<file path="config.mk">
export PLATFORM = sky130hd
export DESIGN_NAME = led_frame_recv
export DESIGN_NICKNAME = d
export VERILOG_FILES = /design/src/rtl/led_frame_recv.sv
export SDC_FILE = /design/constraint.sdc
export NUM_CORES = 1
export LEC_CHECK = 0
export CAP_MARGIN = 20
export CORE_ASPECT_RATIO = 1.25
export CORE_MARGIN = 2
export CORE_UTILIZATION = 52
export CTS_CLUSTER_DIAMETER = 100
export DETAILED_ROUTE_END_ITERATION = 10
export HOLD_SLACK_MARGIN = 0.08
export PLACE_DENSITY = 0.68
export SLEW_MARGIN = 10
export SYNTH_ARGS = -nofsm -noshare
export SYNTH_HDL_FRONTEND = slang
export SYNTH_SLANG_ARGS = --single-unit
</file>
<file path="constraint.sdc">
create_clock -name clk -period 2.9 [get_ports clk]
set_input_delay 0.435 -clock clk [delete_from_list [all_inputs] [get_ports clk]]
set_output_delay 0.435 -clock clk [all_outputs]
set_load 0.005 [all_outputs]
</file>
<file path="src/rtl/led_frame_recv.sv">
// Receive side of the APA102-style LED link: oversampled clock/data, start/LED/end frame decode.
// Optional macro LED_FRAME_RECV_STATS_EN adds good/error packet counters.
module led_frame_recv #(
    parameter int LED_NUM     = 4,
    parameter int SYNC_STAGES = 2,
    parameter int TIMEOUT_CNT = 1024
) (
    input  logic       clk,
    input  logic       rstn,
    input  logic       rx_en,
    input  logic       cki,
    input  logic       sdi,
    output logic       pix_valid,
    output logic [7:0] pix_idx,
    output logic [4:0] pix_bright,
    output logic [7:0] pix_blue,
    output logic [7:0] pix_green,
    output logic [7:0] pix_red,
    output logic       pkt_done,
    output logic       pkt_err,
    output logic [1:0] err_code,
    output logic       busy
`ifdef LED_FRAME_RECV_STATS_EN
    ,
    input  logic        stat_clr,
    output logic [15:0] stat_good,
    output logic [15:0] stat_err
`endif
);

    localparam logic [1:0]  HUNT     = 2'd0;
    localparam logic [1:0]  SYNC     = 2'd1;
    localparam logic [1:0]  FRAME    = 2'd2;
    localparam logic [7:0]  LED_LAST = 8'(LED_NUM);
    localparam logic [15:0] TO_LIM   = 16'(TIMEOUT_CNT);

    function automatic logic [15:0] sat_inc16(input logic [15:0] v);
        return (v == 16'hFFFF) ? v : v + 16'd1;
    endfunction

    function automatic logic [5:0] sat_inc_zrun(input logic [5:0] v);
        return (v >= 6'd32) ? 6'd32 : v + 6'd1;
    endfunction

    logic [SYNC_STAGES-1:0] cki_sync;
    logic [SYNC_STAGES-1:0] sdi_sync;
    logic                   cki_d;
    logic                   rise;
    logic                   bit_in;
    logic                   timed_out;

    logic [1:0]  state;
    logic [5:0]  zrun;
    logic [5:0]  bcnt;
    logic [7:0]  led_cnt;
    logic [15:0] tcnt;
    logic [31:0] sh;
    logic        rdy_p0;
    logic        pix_p1;
    logic        done_p1;
    logic        err_p1;
    logic [1:0]  code_p1;
    logic [28:0] word_p1;
    logic [7:0]  idx_p1;

    assign rise      = cki_sync[SYNC_STAGES-1] & ~cki_d;
    assign bit_in    = sdi_sync[SYNC_STAGES-1];
    assign timed_out = (tcnt >= TO_LIM);
    assign busy      = (state != HUNT);

    // input synchronisers; idle link looks like clock low, data high
    always_ff @(posedge clk or negedge rstn) begin
        if (!rstn) begin
            cki_sync <= '0;
            sdi_sync <= '1;
            cki_d    <= 1'b0;
        end else begin
            cki_sync <= {cki_sync[SYNC_STAGES-2:0], cki};
            sdi_sync <= {sdi_sync[SYNC_STAGES-2:0], sdi};
            cki_d    <= cki_sync[SYNC_STAGES-1];
        end
    end

    // stage p0: bit capture and frame FSM; a completed word is judged one cycle after its last bit
    always_ff @(posedge clk or negedge rstn) begin
        if (!rstn) begin
            state   <= HUNT;
            zrun    <= '0;
            bcnt    <= '0;
            led_cnt <= '0;
            tcnt    <= '0;
            rdy_p0  <= 1'b0;
            pix_p1  <= 1'b0;
            done_p1 <= 1'b0;
            err_p1  <= 1'b0;
            code_p1 <= '0;
        end else if (!rx_en) begin
            state   <= HUNT;
            zrun    <= '0;
            bcnt    <= '0;
            led_cnt <= '0;
            tcnt    <= '0;
            rdy_p0  <= 1'b0;
            pix_p1  <= 1'b0;
            done_p1 <= 1'b0;
            err_p1  <= 1'b0;
        end else begin
            rdy_p0  <= 1'b0;
            pix_p1  <= 1'b0;
            done_p1 <= 1'b0;
            err_p1  <= 1'b0;
            tcnt    <= rise ? 16'd0 : sat_inc16(tcnt);
            case (state)
                HUNT: begin
                    if (zrun == 6'd32) begin
                        state <= SYNC;
                    end else if (rise) begin
                        zrun <= bit_in ? 6'd0 : sat_inc_zrun(zrun);
                    end else if (timed_out) begin
                        zrun <= '0;
                    end
                end
                SYNC: begin
                    if (rise && bit_in) begin
                        bcnt    <= 6'd1;
                        led_cnt <= '0;
                        state   <= FRAME;
                    end else if (!rise && timed_out) begin
                        err_p1  <= 1'b1;
                        code_p1 <= 2'd3;
                        state   <= HUNT;
                        zrun    <= '0;
                    end
                end
                FRAME: begin
                    if (rise) begin
                        bcnt   <= bcnt + 6'd1;
                        rdy_p0 <= (bcnt == 6'd31);
                    end else if (rdy_p0) begin
                        bcnt <= '0;
                        if (led_cnt < LED_LAST) begin
                            if (sh[31:29] == 3'b111) begin
                                pix_p1  <= 1'b1;
                                led_cnt <= led_cnt + 8'd1;
                            end else begin
                                err_p1  <= 1'b1;
                                code_p1 <= 2'd1;
                                state   <= HUNT;
                                zrun    <= '0;
                            end
                        end else begin
                            if (sh == 32'hFFFF_FFFF) begin
                                done_p1 <= 1'b1;
                            end else begin
                                err_p1  <= 1'b1;
                                code_p1 <= 2'd2;
                            end
                            state <= HUNT;
                            zrun  <= '0;
                        end
                    end else if (timed_out) begin
                        err_p1  <= 1'b1;
                        code_p1 <= 2'd3;
                        state   <= HUNT;
                        zrun    <= '0;
                    end
                end
                default: begin
                    state <= HUNT;
                    zrun  <= '0;
                end
            endcase
        end
    end

    always_ff @(posedge clk) begin
        if (rise && (state == SYNC) && bit_in) begin
            sh <= 32'd1;
        end else if (rise && (state == FRAME)) begin
            sh <= {sh[30:0], bit_in};
        end
        if (rdy_p0) begin
            word_p1 <= sh[28:0];
            idx_p1  <= led_cnt;
        end
    end

    // stage p1 -> outputs; pixel fields and error code hold until their next strobe
    always_ff @(posedge clk or negedge rstn) begin
        if (!rstn) begin
            pix_valid  <= 1'b0;
            pkt_done   <= 1'b0;
            pkt_err    <= 1'b0;
            err_code   <= '0;
            pix_idx    <= '0;
            pix_bright <= '0;
            pix_blue   <= '0;
            pix_green  <= '0;
            pix_red    <= '0;
        end else begin
            pix_valid <= pix_p1 & rx_en;
            pkt_done  <= done_p1 & rx_en;
            pkt_err   <= err_p1 & rx_en;
            if (err_p1 && rx_en) begin
                err_code <= code_p1;
            end
            if (pix_p1 && rx_en) begin
                pix_idx    <= idx_p1;
                pix_bright <= word_p1[28:24];
                pix_blue   <= word_p1[23:16];
                pix_green  <= word_p1[15:8];
                pix_red    <= word_p1[7:0];
            end
        end
    end

`ifdef LED_FRAME_RECV_STATS_EN
    always_ff @(posedge clk or negedge rstn) begin
        if (!rstn) begin
            stat_good <= '0;
            stat_err  <= '0;
        end else if (stat_clr) begin
            stat_good <= '0;
            stat_err  <= '0;
        end else begin
            if (pkt_done) begin
                stat_good <= sat_inc16(stat_good);
            end
            if (pkt_err) begin
                stat_err <= sat_inc16(stat_err);
            end
        end
    end
`endif

endmodule

</file>
==> impl_metrics.ini <==
[sta]
hold_viol = 0
tightest_slew_ns = 0.762
fin_setup_tns_ns = 0
rsz0062_at_grt = no
fin_skew_ns = 0.00790
post-route-min-period_ns = 2.39
timing.final.ws_setup_ns = 0.513
final-setup-viol-count = 0
max_freq_ghz = 0.419
maxSlewHeadroom_pct = 49.1
min_period_over_period_pct = 82.3
slew_violations = 0

[placement]
portBuffers = 47
dp_hpwl_um = 8140
gp_congestion = 0.819
pre_cts_ws_ns = 0.624

[worst_setup_path]
cp-end-kind = primary output
r2r_cells = 8
cp_slowest_cell = clkdlybuf4s50_1
critPathArrivalTime_ns = 1.95
max_stage_delay_ns = 0.47
cp_common_cell = inv_1
ff2ff_setup_slack_ns = 0.73
path_cells = inv_1, ha_1, inv_1, clkdlybuf4s50_1
crit_required_ns = 2.47
critical_path.max_fanout = 12
crit_type = reg -> out
r2r-start = state[1]
rr_endpoint = bcnt[5]
start_kind = flip-flop

[outcome]
status = finished, final reports clean

[global_routing]
grt_usage_pct = 19.2
grt_max_degree = 92
globalRouteMet2Util_pct = 33.8
grt_pass1_vias = 4364
antenna_found_initial = 0
globalRoute.busiestLayer = met2
grt_pass1_wl_um = 20700
grt_use_met3_pct = 4.28
globalRouteOverflowTotal = 0
grtUsageMet1_pct = 23.2

[synthesis]
synth_top_area_cell = dfrtp_1
synth_fp_nets = 585
ys_top_cells_by_area = dfrtp_1 34%, edfxtp_1 17%, dfxtp_1 9.8%, mux2_2 6.9%, nand2_1 5.3%
seq_area_frac_synth_pct = 61.7
synth_edf_count = 37
synthDistinctLibCells = 59
synth_area_mm2 = 0.00654
synthFlopType = dfrtp_1
ys_async_sr_fraction_pct = 56.9
ys_warn_count = 0
synth_common_cells = 93 x nand2_1, 89 x dfrtp_1, 40 x mux2_2
synth_top_area_share_pct = 34.1
synth.most_common_cell = nand2_1
synth_seq_cells = 160
synth.avg_cell_area_um2 = 11.4
syn_inst = 571

[cells_and_area]
diodes = 0
syn2layout_area_growth_pct = 18.9
final_net_count = 635
drive_gt1_share_pct = 13.9

[floorplanning]
ios = 48
core_mm2 = 0.0122
num_rows = 45
dieArea_mm2 = 0.0135
initial_utilization_pct = 53.5
die_w_um = 104
chipHeight_um = 129

[clock_network]
clk_latency_ns = 0.41
cts_buffer_depth = 2
cts.sinks = 160
cts_made_buffers = 17
cts_htree_levels = 4
clock-root-buffer = clkbuf_16
cts_tree = built
clk_pin_slew_ns = 0.06
postCtsSetupRepairBufs = 0

[min_path]
min_delay_worst_endpoint = cki_sync[1]
holdPathStages = 0
min_from = cki_sync[0]
hp-class = reg -> reg

[power_and_ir_drop]
p_seq_share_pct = 48.2
power_density_mw_per_mm2 = 628
p_sw_share_pct = 22.3
p_leak_nw = 3.31
pwr-share-clk_pct = 45.7
combinationalPowerShare_pct = 6.1
power_mw = 4.88
p_int_mw = 3.79
peakVddDrop_mv = 0.356
switchingPower_mw = 1.09

[job]
drv_cap = 0

[routing]
drt-initial-drc-count = 213
dr_total_vias = 4442
wirelength_um = 12100
drc = 0
firstDrtPassIters = 4
avgViaCountPerCell = 5.57
avgRoutedWirePerCell_um = 15.1
ant_nets = 0
## state kept, by name (all words and copies together), names as in the netlist, 2 cells and up
register and flops:
tcnt 16, pix_blue 8, code_p1 2, pix_bright 5
zrun 6, bcnt 6, state 2, err_code 2
sdi_sync 2, word_p1 29, led_cnt 8, sh 32
pix_red 8, pix_idx 8, pix_green 8, idx_p1 8
cki_sync 2
## timing repair
item	CTS	global route
endpoints found under the hold margin	1	0
gates resized for setup	0	0
hold buffers	1	0
## power by group through the flow
stage / Combinational, mW / Sequential (mW) / Clock, mW
6_report: 0.298 / 2.35 / 2.23
5_1_grt: 0.339 / 2.35 / 2.36
4_1_cts: 0.300 / 2.35 / 2.27
3_5_place_dp: 0.296 / 2.39 / 0
3_3_place_gp: 0.297 / 2.39 / 0
2_1_floorplan: 0.200 / 2.38 / 0
## placed cells by master (no fill, tap or decap), drive strengths merged, types with 8 or more instances in the layout
cell type      instances
edfxtp                37
o21ai                 19
nor3                   8
nor2b                  9
xor2                   8
nand4                 15
nor2                  38
dfrtp                 89
nand3                 18
mux2                  40
inv                   17
ha                     9
and3                   8
clkbuf                20
nand2                 94
a21oi                 37
dfxtp                 32
buf                   10
clkdlybuf4s50         46
## logic make-up (layout without fill, tap and decap cells)
kind of cell,count (synthesis),in the layout,synth area share (%)
and+or+nand+nor,213,213,15.7
DFF,160,160,61.7
AOI/OAI and AO/OA,95,95,9.13
muxes,43,43,7.35
buffers and inverters,40,103,2.89
xor gates and xnor gates,11,11,1.47
adders and majority gates,9,9,1.72
## through the flow
step | hold slack, ns | std cells | utilization, % | area (um2)
finish | 0.350 | 798 | 63.6 | 7770
global route | 0.358 | 798 | 63.6 | 7770
CTS | 0.353 | 798 | 63.6 | 7770
detailed placement | 0.338 | 765 | 58.6 | 7160
global placement | 0.332 | 765 | 58.6 | 7160
floorplan | 0.139 | 571 | - | 6540
## critical path: cells and delay by family, from the launching register on
| kind | cells | cell delay, ns |
|---|---|---|
| buf+inv | 3 | 0.72 |
| fa+ha+maj | 1 | 0.44 |
| flops | 1 | 0.39 |
## area by class of cell
cell class / count / area [um2]
fillers: 952 / 4450
clock inverters: 12 / 158
inverters: 14 / 52.6
clock buffers: 20 / 437
multi-input cells: 371 / 2310
repair buffers: 57 / 571
flip-flops and latches: 160 / 4030
well taps: 164 / 205
## how the worst max path moves through the flow
stage | startpoint | end | slack, ns | depth (start not counted)
5_1_grt | state[0] | busy | 0.42 | 4
3_3_place_gp | rx_en | tcnt[3] | 0.68 | 6
2_1_floorplan | rdy_p0 | bcnt[5] | 0.78 | 4
6_report | state[0] | busy | 0.51 | 4
3_5_place_dp | rx_en | tcnt[3] | 0.62 | 6
4_1_cts | state[0] | busy | 0.52 | 4
## metal layers
metal | share of wire, % | routed length, um
met4 | 1.6 | 191
met1 | 43 | 5180
met5 | 0 | 0
met2 | 52 | 6240
met3 | 3.8 | 460
Note: power is estimated with default switching activity, not from simulation.
